--- config.mk ---
export PLATFORM = sky130hd
export DESIGN_NAME = div_3_q26
export DESIGN_NICKNAME = d
export VERILOG_FILES = /design/src/rtl/div_3_q26.sv
export SDC_FILE = /design/constraint.sdc
export NUM_CORES = 1
export LEC_CHECK = 0
export ABC_AREA = 1
export CAP_MARGIN = 20
export CORE_UTILIZATION = 58
export CTS_CLUSTER_SIZE = 20
export DETAILED_ROUTE_END_ITERATION = 10
export GPL_TIMING_DRIVEN = 1
export PLACE_DENSITY = 0.83
export SETUP_SLACK_MARGIN = 0.5
export SLEW_MARGIN = 20
export SYNTH_ARGS = -nofsm -noshare
export SYNTH_HDL_FRONTEND = slang
export SYNTH_SLANG_ARGS = --single-unit
--- constraint.sdc ---
create_clock -name clk -period 1.1 [get_ports clk]
set_input_delay 0.165 -clock clk [delete_from_list [all_inputs] [get_ports clk]]
set_output_delay 0.165 -clock clk [all_outputs]
set_load 0.01 [all_outputs]
--- src/rtl/div_3_q26.sv ---
// Registered signed divide-by-three for Q2.6 samples, truncating toward zero.
// Magnitude is divided by a restoring long-division chain, then the sign is reapplied.
module div_3_q26 #(
  parameter int unsigned WIDTH = 8,
  parameter int unsigned FRAC  = 6
) (
  input  logic             clk,
  input  logic             rst,
  input  logic             en,
  input  logic [WIDTH-1:0] in,
  output logic [WIDTH-1:0] out
);

  // One extra bit so the magnitude of the most negative code is representable.
  localparam int unsigned MAG_W = WIDTH + 1;

  if (FRAC >= WIDTH) begin : g_bad_frac
    $error("div_3_q26: FRAC must leave room for the sign bit");
  end

  logic             neg;
  logic [MAG_W-1:0] sext;
  logic [MAG_W-1:0] mag;
  logic [MAG_W-1:0] quo;
  logic [1:0]       rem;
  logic [2:0]       trial;
  logic [WIDTH-1:0] quo_d;

  // Sign split and magnitude.
  always_comb begin
    neg  = in[WIDTH-1];
    sext = {in[WIDTH-1], in};
    mag  = neg ? (~sext + MAG_W'(1)) : sext;
  end

  // Restoring division by 3: the running remainder never exceeds 2, so two bits suffice.
  always_comb begin
    quo   = '0;
    rem   = '0;
    trial = '0;
    for (int i = MAG_W - 1; i >= 0; i--) begin
      trial = {rem, mag[i]};
      if (trial >= 3'd3) begin
        quo[i] = 1'b1;
        rem    = 2'(trial - 3'd3);
      end else begin
        quo[i] = 1'b0;
        rem    = trial[1:0];
      end
    end
  end

  // Reapply the sign; |quotient| <= 42 so the narrowing cannot overflow.
  always_comb begin
    quo_d = WIDTH'(neg ? (~quo + MAG_W'(1)) : quo);
  end

  always_ff @(posedge clk or negedge rst) begin
    if (!rst) begin
      out <= '0;
    end else if (en) begin
      out <= quo_d;
    end
  end

endmodule

==> results of run 1 <==
[metrics by stage]
step              std cells  hold WS, ns  worst slack (ns)  area (sq um)  TNS [ns]
floorplan               175       -0.131             -3.19          1390    -23.70
global placement        268        0.446             -3.78          1970    -28.80
[kinds of logic after synthesis]
kind of cell    share of synthesized area
compound gates                      0.114
fa+ha+maj                          0.0828
simple gates                        0.477
buf+inv                             0.109
flops                               0.166
xor+xnor                           0.0518
==> metrics.txt, run 1 <==
EDFF count, synth 0; FFs w/ async S/R, synth 1.00; synthesized instance count ~180; area share of the largest cell type after synthesis 0.166; average size of a mapped cell ~6.9 sq um; Syn. warnings 0; status did not finish; post-synthesis net count slightly below 200; Yosys cell types 33; Buffers on Ports 18; Synth area leaders dfrtp_1, nand2_1, nand2_2; most frequent cell after synthesis nand2_1; most common flop cell mapped by yosys dfrtp_1; die width between 40 and 50 microns; Starting Density 0.616; sequential area share after synthesis 0.166; Error [ERROR DPL-0038] Utilization greater than 100%, impossible to legalize; Synth area leader dfrtp_1; Synth top cells by count nand2_1, inv_1, nand2_2, nand3_1; row cnt 16; io pins 19; GP Congestion 0.838; register bit total from synthesis 8; Die Span Y approximately 48 microns; Mapped Area about 1200 sq um; Fail Step detailed placement (3_5_place_dp)
==> inputs of run 2 (changes only) <==
--- a/config.mk
+++ b/config.mk
@@ -7,12 +7,11 @@
 export LEC_CHECK = 0
 export ABC_AREA = 1
 export CAP_MARGIN = 20
-export CORE_UTILIZATION = 58
-export CTS_CLUSTER_SIZE = 20
+export CORE_AREA = 2 2 63 65
 export DETAILED_ROUTE_END_ITERATION = 10
+export DIE_AREA = 0 0 65 67
 export GPL_TIMING_DRIVEN = 1
-export PLACE_DENSITY = 0.83
-export SETUP_SLACK_MARGIN = 0.5
+export PLACE_DENSITY_LB_ADDON = 0.15
 export SLEW_MARGIN = 20
 export SYNTH_ARGS = -nofsm -noshare
 export SYNTH_HDL_FRONTEND = slang
==> metrics.txt, run 2 <==
crit path time final ~4.4 ns; post-DP HPWL 2780 microns; Biggest register out; most common flop cell mapped by yosys dfrtp_1 (unchanged); number of diodes 0; Starting Density 0.335 (was 0.616); largest net degree at the start of global routing 15; Post-Layout Cell Count roughly 320; area share of the largest cell type after synthesis 0.166 (unchanged); period utilization 3.97; PwrDens roughly 1400 nW/um^2; cell area after layout between 2000 and 2500 sq um; Final #Nets 289; slowest stage delay, CP about 0.19 ns; average size of a mapped cell 6.91 sq um (unchanged); Hold Path Class in2async; layout cells sized above 1 0.612; failing checks setup timing; Layout area overhead 87.3%; Critical-path top delay cell ha_2; crit path max fanout 4; Setup TNS Final -24.82 ns; status finished with violations (was did not finish); Startpoint Class input pin; most frequent cell after synthesis nand2_1 (unchanged); final hold slack slightly above 0.2 ns; Syn. warnings 0 (unchanged); fin. max-slew vios 0; WS Path Type in2reg; setup ws final -3.27 ns; Die Span Y 67 microns (was 47.7 microns); Placed Cells 290; total grt overflow 0; Mapped Area 1210 sq um (unchanged); Synth area leader dfrtp_1 (unchanged); Clock Skew 0 ns; RSZ-0062 raised after global routing yes; first-pass GRT wire length between 6000 and 7000 microns; Synth top cells by count nand2_1, inv_1, nand2_2, nand3_1 (unchanged); row cnt 22 (was 16); WL/cell 11.3 microns; total CTS buffers 3; 1st-pass router iterations 4; All-Layer GR Usage 0.178; number of H-tree levels 1; most frequent cells in the layout buf_4, nand2_1, nand2_2; FFs w/ async S/R, synth 1.00 (unchanged); Slew @ Worst Pin about 0.57 ns; clock sink count 8; Top Registers out: 8 flops; Slew headroom 0.614; Fin. Hold Viols 0; post-synthesis net count 194 (unchanged); Iteration-0 DRC Markers 24; die area between 4000 and 5000 sq um; DP Area 2010 sq um; register bit total from synthesis 8 (unchanged); GP Congestion 0.792 (was 0.838); CTS tree built; routed vias/inst ~4.5; Synth area leaders dfrtp_1, nand2_1, nand2_2 (unchanged); Setup violations, final 8; maximum clock insertion buffer count 2; Largest register FFs 8; Worst Setup End Kind register; clock-pin slew on the worst setup and hold paths ~0.04 ns; total wire length ~3600 microns; io pins 19 (unchanged); most common cell after layout, fill and taps aside buf_4; sequential area share after synthesis 0.166 (unchanged); synthesized instance count 175 (unchanged); DR DRC count 0; fmax about 230 MHz; Buffers on Ports 18 (unchanged); Final ANT Viol Nets 0; Finished Core Util 0.628; vias in the first global route between 1000 and 1500; Yosys cell types 33 (unchanged); EDFF count, synth 0 (unchanged); Leak approximately 0.0011 uW; Max-Cap Viols 0; Clock Latency Late Sink about 0.22 ns; die width 65 microns (was 47.7 microns); clock root buffer clkbuf_8; Vias between 1000 and 1500; WP data arrival around 4.5 ns; core box area ~3600 sq um; initial antenna violation count 0; required time worst endpoint about 1.2 ns; VDD IR max a little under 0.7 mV
## run 2: cell counts after synthesis
No cell type changed its count.
## run 2: worst max-delay path, delay by kind of cell
kind	cells	cell delay, ns
and+or+nand+nor	24	2.00
adders and majority gates	6	1.00
buffers and inverters	10	0.90
AOI/OAI and AO/OA	3	0.24
xor gates and xnor gates	1	0.14
## run 2: metrics by stage
step / total power [uW] / setup slack [ns]
after floorplan: 1660 / -3.19
after global placement: 2560 / -3.91
after detailed placement: 2610 / -4.04
after CTS: 3120 / -3.35
after global routing: 3530 / -3.62
final: 3260 / -3.27
## run 2: worst paths after layout
path,start,endpoint,slack (ns),cells after the start
worst max-delay path,in[3],out[6],-3.27,44
worst min-delay path,rst,out[4],0.21,1
worst max register to register,out[6],out[6],0.46,2
max in group asynchronous,rst,out[2],0.65,1
min in group clk,out[5],out[5],0.47,2
worst min register to register,out[5],out[5],0.47,2
## run 2: what timing repair did
item,4_1_cts,5_1_grt
pin swaps,26,23
gates cloned,0,0
hold endpoints to repair,0,0
hold buffers,0,0
setup endpoints to repair,16,8
buffers inserted,19,5
gates resized for setup,48,13
## run 2: cell type report
class,instances,area (sq um)
clock buffers,3,41.3
fillers,333,1340
inverters,30,140
multi-input cells,134,1080
flip-flops and latches,8,200
well taps,48,60.1
repair buffers,93,742
## run 2: power by group
part | leakage, uW | internal, uW | switching (uW)
combinational | 0.00101 | 1310 | 1180
clock | 0.0000216 | 236 | 105
sequential | 0.0000960 | 385 | 46.3
total | 0.00113 | 1930 | 1330
## run 2: logic make-up (layout without fill, tap and decap cells)
kind of cell,count (synthesis),in the layout,share of synthesized area
AO/OA/AOI/OAI,19,19,0.114
XOR/XNOR,5,5,0.0518
adder cells (fa/ha/maj),8,8,0.0828
buffers and inverters,33,126,0.109
flip-flops,8,8,0.166
AND/OR/NAND/NOR,102,102,0.477
## run 2: routing by layer
layer / vias up / global-route usage / wire [microns]
met5: - / 0 / 0
met4: 0 / 0.0824 / 70
met3: 6 / 0.00676 / 73
met2: 20 / 0.365 / 1970
met1: 645 / 0.183 / 1460
li1: 748 / - / -
Power figures use the tool's default switching activity.
==> inputs of run 3 (changes only) <==
--- a/config.mk
+++ b/config.mk
@@ -6,11 +6,14 @@
 export NUM_CORES = 1
 export LEC_CHECK = 0
 export ABC_AREA = 1
+export ABC_CLOCK_PERIOD_IN_PS = 1100
 export CAP_MARGIN = 20
 export CORE_AREA = 2 2 63 65
+export CTS_BUF_LIST = sky130_fd_sc_hd__clkbuf_2 sky130_fd_sc_hd__clkbuf_4 sky130_fd_sc_hd__clkbuf_8
 export DETAILED_ROUTE_END_ITERATION = 10
 export DIE_AREA = 0 0 65 67
 export GPL_TIMING_DRIVEN = 1
+export MAX_ROUTING_LAYER = met4
 export PLACE_DENSITY_LB_ADDON = 0.15
 export SLEW_MARGIN = 20
 export SYNTH_ARGS = -nofsm -noshare
==> metrics.txt, run 3 (synthesized netlist as in run 2, its figures left out) <==
status finished with violations (unchanged); failing checks setup timing (unchanged); Logic pwr share 0.762 (was 0.763); PwrDens 1440 nW/um^2 (about the same); Slew headroom 0.612 (was 0.614); Placed Cells 290 (unchanged); crit path max fanout 4 (unchanged); Startpoint Class input pin (unchanged); vias in the first global route 1453 (unchanged); first-pass GRT wire length 6010 microns (was 6020 microns); total CTS buffers 3 (unchanged); required time worst endpoint 1.20 ns (about the same); setup ws final -3.27 ns (about the same); DR DRC count 0 (unchanged); All-Layer GR Usage 0.182 (was 0.178); Clock Skew 0 ns (unchanged); Top Registers out: 8 flops (unchanged); VDD IR max 0.678 mV (about the same); GP Congestion 0.804 (was 0.792); fmax 229 MHz (about the same); routed vias/inst 4.51 (was 4.49); Setup TNS Final -24.80 ns (was -24.82 ns); die area 4360 sq um (unchanged); Clock power frac 0.105 (about the same); FF-to-FF End out[6] (unchanged); io pins 19 (unchanged); Net Switching 1330 uW (about the same); CTS tree built (unchanged); WL/cell 11.3 microns (about the same); Fin. Hold Viols 0 (unchanged); period utilization 3.97 (about the same); Finished Core Util 0.628 (unchanged); clock sink count 8 (unchanged); layout cells sized above 1 0.612 (unchanged); maximum clock insertion buffer count 2 (unchanged); largest net degree at the start of global routing 15 (unchanged); Final #Nets 289 (unchanged); Iteration-0 DRC Markers 22 (was 24); Buffers on Ports 18 (unchanged); RSZ-0062 raised after global routing yes (unchanged); clock-pin slew on the worst setup and hold paths 0.04 ns (about the same); die width 65 microns (unchanged); slowest stage delay, CP 0.19 ns (about the same); Starting Density 0.335 (unchanged); Biggest register out (unchanged); Max-Cap Viols 0 (unchanged); total wire length 3580 microns (about the same); Flop pwr share 0.132 (about the same); FF-to-FF path depth 2 (unchanged); Critical-path top delay cell ha_2 (unchanged); Hold Path Class in2async (unchanged); most common cell after layout, fill and taps aside buf_4 (unchanged); 1st-pass router iterations 4 (unchanged); Post-Layout Cell Count 316 (unchanged); Die Span Y 67 microns (unchanged); Setup violations, final 8 (unchanged); fin. max-slew vios 0 (unchanged); Worst Setup End Kind register (unchanged); total grt overflow 0 (unchanged); Slew @ Worst Pin 0.575 ns (was 0.573 ns); clock root buffer clkbuf_8 (unchanged); Clock Latency Late Sink 0.23 ns (was 0.22 ns); Design Power 3260 uW (about the same); fill cell count 333 (unchanged); row cnt 22 (unchanged); number of diodes 0 (unchanged); multi-input combinational cell area 1080 sq um (unchanged); RR Startpoint out[6] (unchanged); Vias 1425 (was 1419); Hold Buf Count CTS 0 (unchanged); Layout area overhead 87.3% (unchanged); Largest register FFs 8 (unchanged); post-DP HPWL 2780 microns (unchanged); Place WS -4.04 ns (unchanged); most frequent cells in the layout buf_4, nand2_1, nand2_2 (unchanged); WP data arrival 4.46 ns (about the same); Final ANT Viol Nets 0 (unchanged); core box area 3610 sq um (unchanged); initial antenna violation count 0 (unchanged); number of H-tree levels 1 (unchanged); Pint 1930 uW (about the same); Leak 0.00113 uW (unchanged); Sw Share 0.409 (was 0.408); WS Path Type in2reg (unchanged); Sequential Area 200 sq um (unchanged); crit path time final 4.37 ns (about the same); flop2flop setup slack 0.47 ns (was 0.46 ns)
[run 3: cell counts in the layout (fill, tap and decap cells not counted)]
No cell type changed its count.
[run 3: how the worst max path moves through the flow]
stage,start,to,cells after the start
CTS,in[3],out[4],41
global placement,in[1],out[6],45
floorplan,in[4],out[6],42
finish,in[3],out[6],44
detailed placement,in[1],out[6],45
global route,in[4],out[6],41
[run 3: routing by layer]
metal,up-vias,part of all wire,global-route usage
met5,-,0,-
met4,0,0.020,0.0824
met3,6,0.021,0.00676
met2,21,0.55,0.366
met1,650,0.41,0.181
li1,748,-,-
[run 3: worst max-delay path: cells and delay by family]
| family | cells | cell delay, ns |
|---|---|---|
| XOR/XNOR | 1 | 0.14 |
| AND/OR/NAND/NOR | 24 | 2.00 |
| buffers and inverters | 10 | 0.90 |
| adder cells (fa/ha/maj) | 6 | 1.00 |
| AO/OA/AOI/OAI | 3 | 0.24 |
[run 3: repair_timing]
action,in CTS,in global routing
setup endpoints to repair,16,8
endpoints found under the hold margin,0,0
setup buffers,19,5
pin swaps,26,23
resized for setup,48,13
[run 3: area by class of cell]
cell class	instances	area share
well taps	48	0.0265
repair buffers	93	0.328
inverters	30	0.0619
clock buffers	3	0.0182
multi-input cells	134	0.477
flip-flops and latches	8	0.0884
[run 3: through the flow]
| step | hold WS (ns) | cell area (sq um) |
|---|---|---|
| final | 0.207 | 2260 |
| after global routing | 0.244 | 2260 |
| after CTS | 0.215 | 2200 |
| after detailed placement | 0.457 | 2010 |
| after global placement | 0.450 | 2010 |
| after floorplan | -0.131 | 1390 |
[run 3: power groups by stage]
stage | logic (uW) | registers (uW) | clock network (uW)
after CTS | 2340 | 434 | 350
final | 2480 | 432 | 343
after global placement | 2130 | 430 | 0
after detailed placement | 2170 | 440 | 0
after floorplan | 1190 | 477 | 0
after global routing | 2720 | 441 | 366
==> inputs of run 4 (changes only) <==
--- a/config.mk
+++ b/config.mk
@@ -12,6 +12,7 @@
 export CTS_BUF_LIST = sky130_fd_sc_hd__clkbuf_2 sky130_fd_sc_hd__clkbuf_4 sky130_fd_sc_hd__clkbuf_8
 export DETAILED_ROUTE_END_ITERATION = 10
 export DIE_AREA = 0 0 65 67
+export GPL_ROUTABILITY_DRIVEN = 0
 export GPL_TIMING_DRIVEN = 1
 export MAX_ROUTING_LAYER = met4
 export PLACE_DENSITY_LB_ADDON = 0.15
==> results of run 4 <==
No change in the layout: final DEF, timing and power equal those of run 3.
